### src/rtl/axi_id_alloc_pkg.sv
// Shared types for the AXI ID allocator/arbiter: arbiter FSM states and index-width helper.
// No logic or state of its own.
package axi_id_alloc_pkg;

    typedef enum logic {
        IDLE   = 1'b0,
        LOCKED = 1'b1
    } arb_state_e;

    // Index width that stays at least one bit, even for a degenerate count of 1.
    function automatic int unsigned idx_w(input int unsigned n);
        return (n > 1) ? $clog2(n) : 1;
    endfunction

endpackage

### src/rtl/axi_id_alloc_arb_rr.sv
// rr_arb_tree_lite: round-robin pick of the first set request at or after ptr_i, wrapping.
// Purely combinational, zero latency; no backpressure of its own.
module rr_arb_tree_lite #(
    parameter int unsigned NUM_REQ = 2,
    parameter int unsigned IDX_W   = 1
) (
    input  logic [NUM_REQ-1:0] req_i,
    input  logic [IDX_W-1:0]   ptr_i,
    output logic [IDX_W-1:0]   gnt_idx_o,
    output logic               any_o
);

    int unsigned idx;

    always_comb begin
        gnt_idx_o = '0;
        any_o     = 1'b0;
        idx       = 0;
        for (int unsigned i = 0; i < NUM_REQ; i++) begin
            idx = 32'(ptr_i) + i;
            if (idx >= NUM_REQ) begin
                idx = idx - NUM_REQ;
            end
            if (!any_o && req_i[IDX_W'(idx)]) begin
                any_o     = 1'b1;
                gnt_idx_o = IDX_W'(idx);
            end
        end
    end

endmodule

### src/rtl/axi_id_alloc_arb.sv
// Round-robin arbiter + downstream ID allocator (lowest free slot); translates released IDs back.
// Request->out_valid_o is combinational; a stalled grant is locked until out_ready_i; no grant when full.
// Optional registered occupancy counter: define AXI_ID_ALLOC_ARB_OCC_EN.
module axi_id_alloc_arb
    import axi_id_alloc_pkg::*;
#(
    parameter int unsigned NUM_REQ      = 2,
    parameter int unsigned ID_WIDTH_IN  = 4,
    parameter int unsigned ID_WIDTH_OUT = 4,
    parameter int unsigned TABLE_SIZE   = 4,
    localparam int unsigned REQ_W       = idx_w(NUM_REQ),
    localparam int unsigned SLOT_W      = idx_w(TABLE_SIZE)
) (
    input  logic                                  clk_i,
    input  logic                                  rst_ni,
    input  logic [NUM_REQ-1:0]                    req_valid_i,
    input  logic [NUM_REQ-1:0][ID_WIDTH_IN-1:0]   req_id_i,
    output logic [NUM_REQ-1:0]                    req_ready_o,
    output logic                                  out_valid_o,
    output logic [ID_WIDTH_OUT-1:0]               out_id_o,
    output logic [REQ_W-1:0]                      out_req_o,
    input  logic                                  out_ready_i,
    input  logic                                  rel_valid_i,
    input  logic [ID_WIDTH_OUT-1:0]               rel_id_i,
    output logic [REQ_W-1:0]                      rel_req_o,
    output logic [ID_WIDTH_IN-1:0]                rel_orig_id_o,
    output logic                                  full_o,
    output logic                                  empty_o,
    output logic [SLOT_W:0]                       occupancy_o
);

    typedef struct packed {
        logic                   vld;
        logic [REQ_W-1:0]       req;
        logic [ID_WIDTH_IN-1:0] orig;
    } slot_t;

    slot_t             tbl_q [TABLE_SIZE];
    logic [TABLE_SIZE-1:0] vld_vec;
    logic [SLOT_W-1:0] free_idx;
    logic [SLOT_W-1:0] rel_idx;
    logic              rel_ok;

    arb_state_e        state_q;
    logic [REQ_W-1:0]  grant_q;
    logic [SLOT_W-1:0] slot_q;
    logic [REQ_W-1:0]  rr_ptr_q;

    logic [REQ_W-1:0]  arb_idx;
    logic              arb_any;
    logic              out_vld;
    logic [REQ_W-1:0]  out_req;
    logic [SLOT_W-1:0] out_slot;
    logic              fire;

    always_comb begin
        vld_vec = '0;
        for (int i = 0; i < TABLE_SIZE; i++) begin
            vld_vec[i] = tbl_q[i].vld;
        end
    end

    assign full_o  = &vld_vec;
    assign empty_o = ~|vld_vec;

    // Descending scan so the last hit is the lowest free index.
    always_comb begin
        free_idx = '0;
        for (int i = TABLE_SIZE - 1; i >= 0; i--) begin
            if (!vld_vec[i]) begin
                free_idx = SLOT_W'(i);
            end
        end
    end

    rr_arb_tree_lite #(
        .NUM_REQ (NUM_REQ),
        .IDX_W   (REQ_W)
    ) u_rr (
        .req_i     (req_valid_i),
        .ptr_i     (rr_ptr_q),
        .gnt_idx_o (arb_idx),
        .any_o     (arb_any)
    );

    always_comb begin
        out_vld  = 1'b0;
        out_req  = '0;
        out_slot = '0;
        if (state_q == LOCKED) begin
            out_vld  = 1'b1;
            out_req  = grant_q;
            out_slot = slot_q;
        end else if (arb_any && !full_o) begin
            out_vld  = 1'b1;
            out_req  = arb_idx;
            out_slot = free_idx;
        end
    end

    assign fire        = out_vld & out_ready_i;
    assign out_valid_o = out_vld;
    assign out_req_o   = out_req;
    assign out_id_o    = ID_WIDTH_OUT'(out_slot);
    assign req_ready_o = fire ? (NUM_REQ'(1) << out_req) : '0;

    assign rel_idx       = rel_id_i[SLOT_W-1:0];
    assign rel_ok        = rel_valid_i & tbl_q[rel_idx].vld;
    assign rel_req_o     = tbl_q[rel_idx].req;
    assign rel_orig_id_o = tbl_q[rel_idx].orig;

    if (ID_WIDTH_OUT > SLOT_W) begin : g_rel_hi
        logic unused_rel_hi;
        assign unused_rel_hi = ^rel_id_i[ID_WIDTH_OUT-1:SLOT_W];
    end

    // Allocated slot was free pre-edge, so it never collides with a valid release.
    always_ff @(posedge clk_i or negedge rst_ni) begin
        if (!rst_ni) begin
            for (int i = 0; i < TABLE_SIZE; i++) begin
                tbl_q[i] <= '0;
            end
        end else begin
            for (int i = 0; i < TABLE_SIZE; i++) begin
                if (fire && out_slot == SLOT_W'(i)) begin
                    tbl_q[i] <= '{vld: 1'b1, req: out_req, orig: req_id_i[out_req]};
                end else if (rel_ok && rel_idx == SLOT_W'(i)) begin
                    tbl_q[i].vld <= 1'b0;
                end
            end
        end
    end

    always_ff @(posedge clk_i or negedge rst_ni) begin
        if (!rst_ni) begin
            state_q  <= IDLE;
            grant_q  <= '0;
            slot_q   <= '0;
            rr_ptr_q <= '0;
        end else begin
            case (state_q)
                IDLE: begin
                    if (out_vld && !out_ready_i) begin
                        state_q <= LOCKED;
                        grant_q <= out_req;
                        slot_q  <= out_slot;
                    end
                end
                LOCKED: begin
                    if (out_ready_i) begin
                        state_q <= IDLE;
                    end
                end
                default: state_q <= IDLE;
            endcase
            if (fire) begin
                rr_ptr_q <= (out_req == REQ_W'(NUM_REQ - 1)) ? '0 : out_req + 1'b1;
            end
        end
    end

`ifdef AXI_ID_ALLOC_ARB_OCC_EN
    logic [SLOT_W:0] occ_q;

    always_ff @(posedge clk_i or negedge rst_ni) begin
        if (!rst_ni) begin
            occ_q <= '0;
        end else if (fire && !rel_ok) begin
            occ_q <= occ_q + 1'b1;
        end else if (rel_ok && !fire) begin
            occ_q <= occ_q - 1'b1;
        end
    end

    assign occupancy_o = occ_q;

    a_occ_match: assert property (@(posedge clk_i) disable iff (!rst_ni)
        int'(occ_q) == $countones(vld_vec))
        else $error("occupancy counter %0d disagrees with table", occ_q);
`else
    assign occupancy_o = '0;
`endif

    a_hold_valid: assert property (@(posedge clk_i) disable iff (!rst_ni)
        (state_q == LOCKED) |-> req_valid_i[grant_q])
        else $error("requester %0d dropped valid while its grant was locked", grant_q);

    a_rel_valid_slot: assert property (@(posedge clk_i) disable iff (!rst_ni)
        rel_valid_i |-> tbl_q[rel_idx].vld)
        else $warning("release of idle slot %0d ignored", rel_idx);

endmodule
### config.mk
export PLATFORM = sky130hd
export DESIGN_NAME = axi_id_alloc_arb
export DESIGN_NICKNAME = d
export VERILOG_FILES = /design/src/rtl/axi_id_alloc_pkg.sv /design/src/rtl/axi_id_alloc_arb_rr.sv /design/src/rtl/axi_id_alloc_arb.sv
export SDC_FILE = /design/constraint.sdc
export NUM_CORES = 1
export LEC_CHECK = 0
export BUFFER_PORTS_ARGS = -buffer_cell sky130_fd_sc_hd__buf_2
export CAP_MARGIN = 30
export CORE_ASPECT_RATIO = 1.2
export CORE_MARGIN = 2
export CORE_UTILIZATION = 50
export DETAILED_ROUTE_END_ITERATION = 8
export PLACE_DENSITY = 0.87
export SYNTH_ARGS = -nofsm -noshare
export SYNTH_HDL_FRONTEND = slang
export SYNTH_SLANG_ARGS = --single-unit
export TNS_END_PERCENT = 1
### constraint.sdc
create_clock -name clk_i -period 2.6 [get_ports clk_i]
set_clock_uncertainty 0.05 [all_clocks]
set_input_delay 0.65 -clock clk_i [delete_from_list [all_inputs] [get_ports clk_i]]
set_output_delay 0.65 -clock clk_i [all_outputs]
set_load 0.01 [all_outputs]
==> flow_summary.toml <==
[synth]
synth_most_common_cell = "dfrtp_1"
synth_top_family_by_area = "multiplexers"
synth_area_leader_cell = "dfrtp_1"
synth.top_cell.area_share_pct = 48.6
synth_ff_type = "dfrtp_1"
ys.warnings.count = 0
synth_common_cells = "dfrtp_1 (29), mux2_2 (22), nand2_1 (8)"
syn_avg_cell_area_um2 = 12.9
synth-xor-area-share_pct = 0
synth_edf_count = 0
seq_area_frac_synth_pct = 48.6
yosys.area_share.simple_pct = 8.54
synth_compound_gate_area_share_pct = 9.05
syn_area_um2 = 1490
ys_ff_latch = 29
async_reset_ff_share_pct = 100
synthAdderAreaFrac_pct = 0
netlist-cell-type-count = 32
synthTopCellsByArea = "dfrtp_1 (49%), mux2_2 (17%), mux4_2 (7.5%), mux2_4 (4.0%), buf_4 (2.5%)"
syn_inst = 116
synthMuxAreaShare_pct = 28.8

[sta]
finalCriticalPeriod_ns = 2.40
worstMarginPinSlew_ns = 0.628
fmax_mhz = 417
min_period_over_period_pct = 92.2
setup_slack_ns = 0.203
fin_setup_tns_ns = 0
slew_violations = 0
finalHoldViolCount = 0
relSlewSlack_pct = 58.2
setup_violations = 0
rsz0062_at_grt = "false"

[global_routing]
grt_pass1_wl_mm = 4.80
gr-total-overflow = 0
grt_max_degree = 30
grt.total_usage_pct = 20.3
grt_pass1_vias = 1084
antenna_found_initial = 0

[floorplan]
coreArea_um2 = 2810
die_area_um2 = 3440
die_x_um = 53.9
start_util_pct = 53.1
pin_count = 36
dieHeight_um = 63.9
rows = 21

[run]
drv_cap = 0

[critical_path]
end_kind = "output port"
worstSetupPathType = "flop to output port"
rrSetupSlack_ns = 0.55
cp_cell_sequence = "a41oi_2 -> a32oi_2 -> inv_2 -> nor2_1 -> buf_2"
worstPathMaxFanout = 10
cp.required_ns = 1.90
r2r-start = "tbl_q[17]"
reg2reg_depth = 5
crit_slowest_cell = "dfrtp_1"
arrival_ns = 1.70
critPathBufInv = 2
r2r_end = "tbl_q[8]"
start_kind = "flop"
critical-path-max-stage-delay_ns = 0.45
crit_family = "compound AO/OA/AOI/OAI gates"

[clocking]
numClockSinks = 29
clockBufferDepth = 2
cts_max_level = 2
cts_tree = "yes"
cts_root_buffer = "clkbuf_4"
clk_pin_slew_ns = 0.08
cts_buffers = 5
clk_latency_ns = 0.32

[worst_hold_path]
hold_class = "primary input to asynchronous set/reset pin"

[pwr]
internal-power_mw = 1.12
ir_drop_mv = 0.534
seqPwrFrac_pct = 46.4
swShare_pct = 33.6
clkPwrFrac_pct = 15.0
power_frac_comb_pct = 38.6
p_total_mw = 1.70
p_leak_nw = 0.821
power_density_nw_per_um2 = 987
switchingPower_uw = 570

[drt]
vias = 1018
drtIter0Drc = 18
post_drt_wl_per_cell_um = 15.8
routed_wl_mm = 2.91
drtAntennaViolNets = 0
drc = 0
viasPerCell = 5.53
dr.pass1.iters = 4

[final_layout]
fin_nets = 167
diodes = 0
syn_to_final_growth_pct = 15.0
num-fill-cells = 224
fin_util_pct = 61.1
drive_gt1_share_pct = 48.7

[placed_design]
io_buffers = 28
gp_congestion = 0.762
post-place-ws_ns = 0.188
hpwl_mm = 2.16

[status]
status = "complete, no violations"
power groups by stage:
stage | clock, mW | combinational [mW] | sequential, mW
after global routing | 0.282 | 0.713 | 0.813
final | 0.254 | 0.654 | 0.787
after global placement | 0 | 0.626 | 0.767
after floorplan | 0 | 0.498 | 0.746
after detailed placement | 0 | 0.657 | 0.792
after CTS | 0.270 | 0.658 | 0.783
layout by cell type (no fill, tap or decap), types with 2 or more instances in the layout:
| cell type | count |
|---|---|
| dfrtp_1 | 29 |
| buf_2 | 28 |
| mux2_2 | 22 |
| nand2_1 | 8 |
| inv_1 | 5 |
| mux4_2 | 5 |
| o21ai_0 | 5 |
| conb_1 | 5 |
| clkbuf_4 | 5 |
| nor2_1 | 4 |
| mux2_4 | 4 |
| nand2b_1 | 3 |
| clkbuf_1 | 3 |
| a32oi_2 | 2 |
| inv_2 | 2 |
| nor2b_1 | 2 |
| nand4_1 | 2 |
stage by stage:
step                hold WS [ns]  area, um^2  std cells
finish                     0.286        1720        184
CTS                        0.286        1700        184
floorplan                  0.304        1510        120
global route               0.325        1720        184
detailed placement         0.438        1650        176
global placement           0.431        1650        176
how the worst max path moves through the flow:
stage / startpoint / to / slack [ns] / cells after the start
5_1_grt: tbl_q[17] / req_ready_o[0] / 0.07 / 5
6_report: tbl_q[17] / req_ready_o[0] / 0.20 / 5
2_1_floorplan: rel_id_i[0] / rel_orig_id_o[0] / 0.34 / 2
4_1_cts: tbl_q[17] / req_ready_o[0] / 0.08 / 5
3_5_place_dp: req_valid_i[1] / tbl_q[13] / 0.19 / 6
3_3_place_gp: req_valid_i[1] / tbl_q[12] / 0.24 / 6
worst reg2reg max path: stages (launching register included):
cell,delay [ns]
dfrtp_1,0.45
a21boi_0,0.32
a32oi_2,0.20
inv_2,0.12
nand4_1,0.38
mux2_2,0.42
repair_timing:
item	CTS	global route
setup endpoints to repair	0	2
hold buffers	0	0
gates resized for setup	0	2
buffers inserted	0	0
flip-flops by register name (all words and copies together), names as in the netlist:
| name | cells |
|---|---|
| slot_q | 2 |
| tbl_q | 24 |
| rr_ptr_q | 1 |
| state_q | 1 |
| grant_q | 1 |
per-layer routing:
metal	up-vias	routed length, um	GRT usage [%]	part of all wire, %
met3	4	146	6.54	5.0
met4	0	46	10.9	1.6
met1	508	1200	22.5	41
met5	-	0	0	0
met2	31	1510	33.2	52
li1	475	-	-	-
layout make-up:
cell class | count | area, um^2 | area share, %
repair buffers | 29 | 148 | 8.59
multi-input cells | 77 | 727 | 42.3
flip-flops and latches | 29 | 726 | 42.2
well taps | 34 | 42.5 | 2.48
inverters | 7 | 26.3 | 1.53
clock buffers | 8 | 48.8 | 2.84
cell families after synthesis:
kind of cell | count (synthesis)
muxes | 32
DFF | 29
and+or+nand+nor | 25
AOI/OAI and AO/OA | 15
buffers and inverters | 14
other | 1
(Power assumes the default switching activity.)
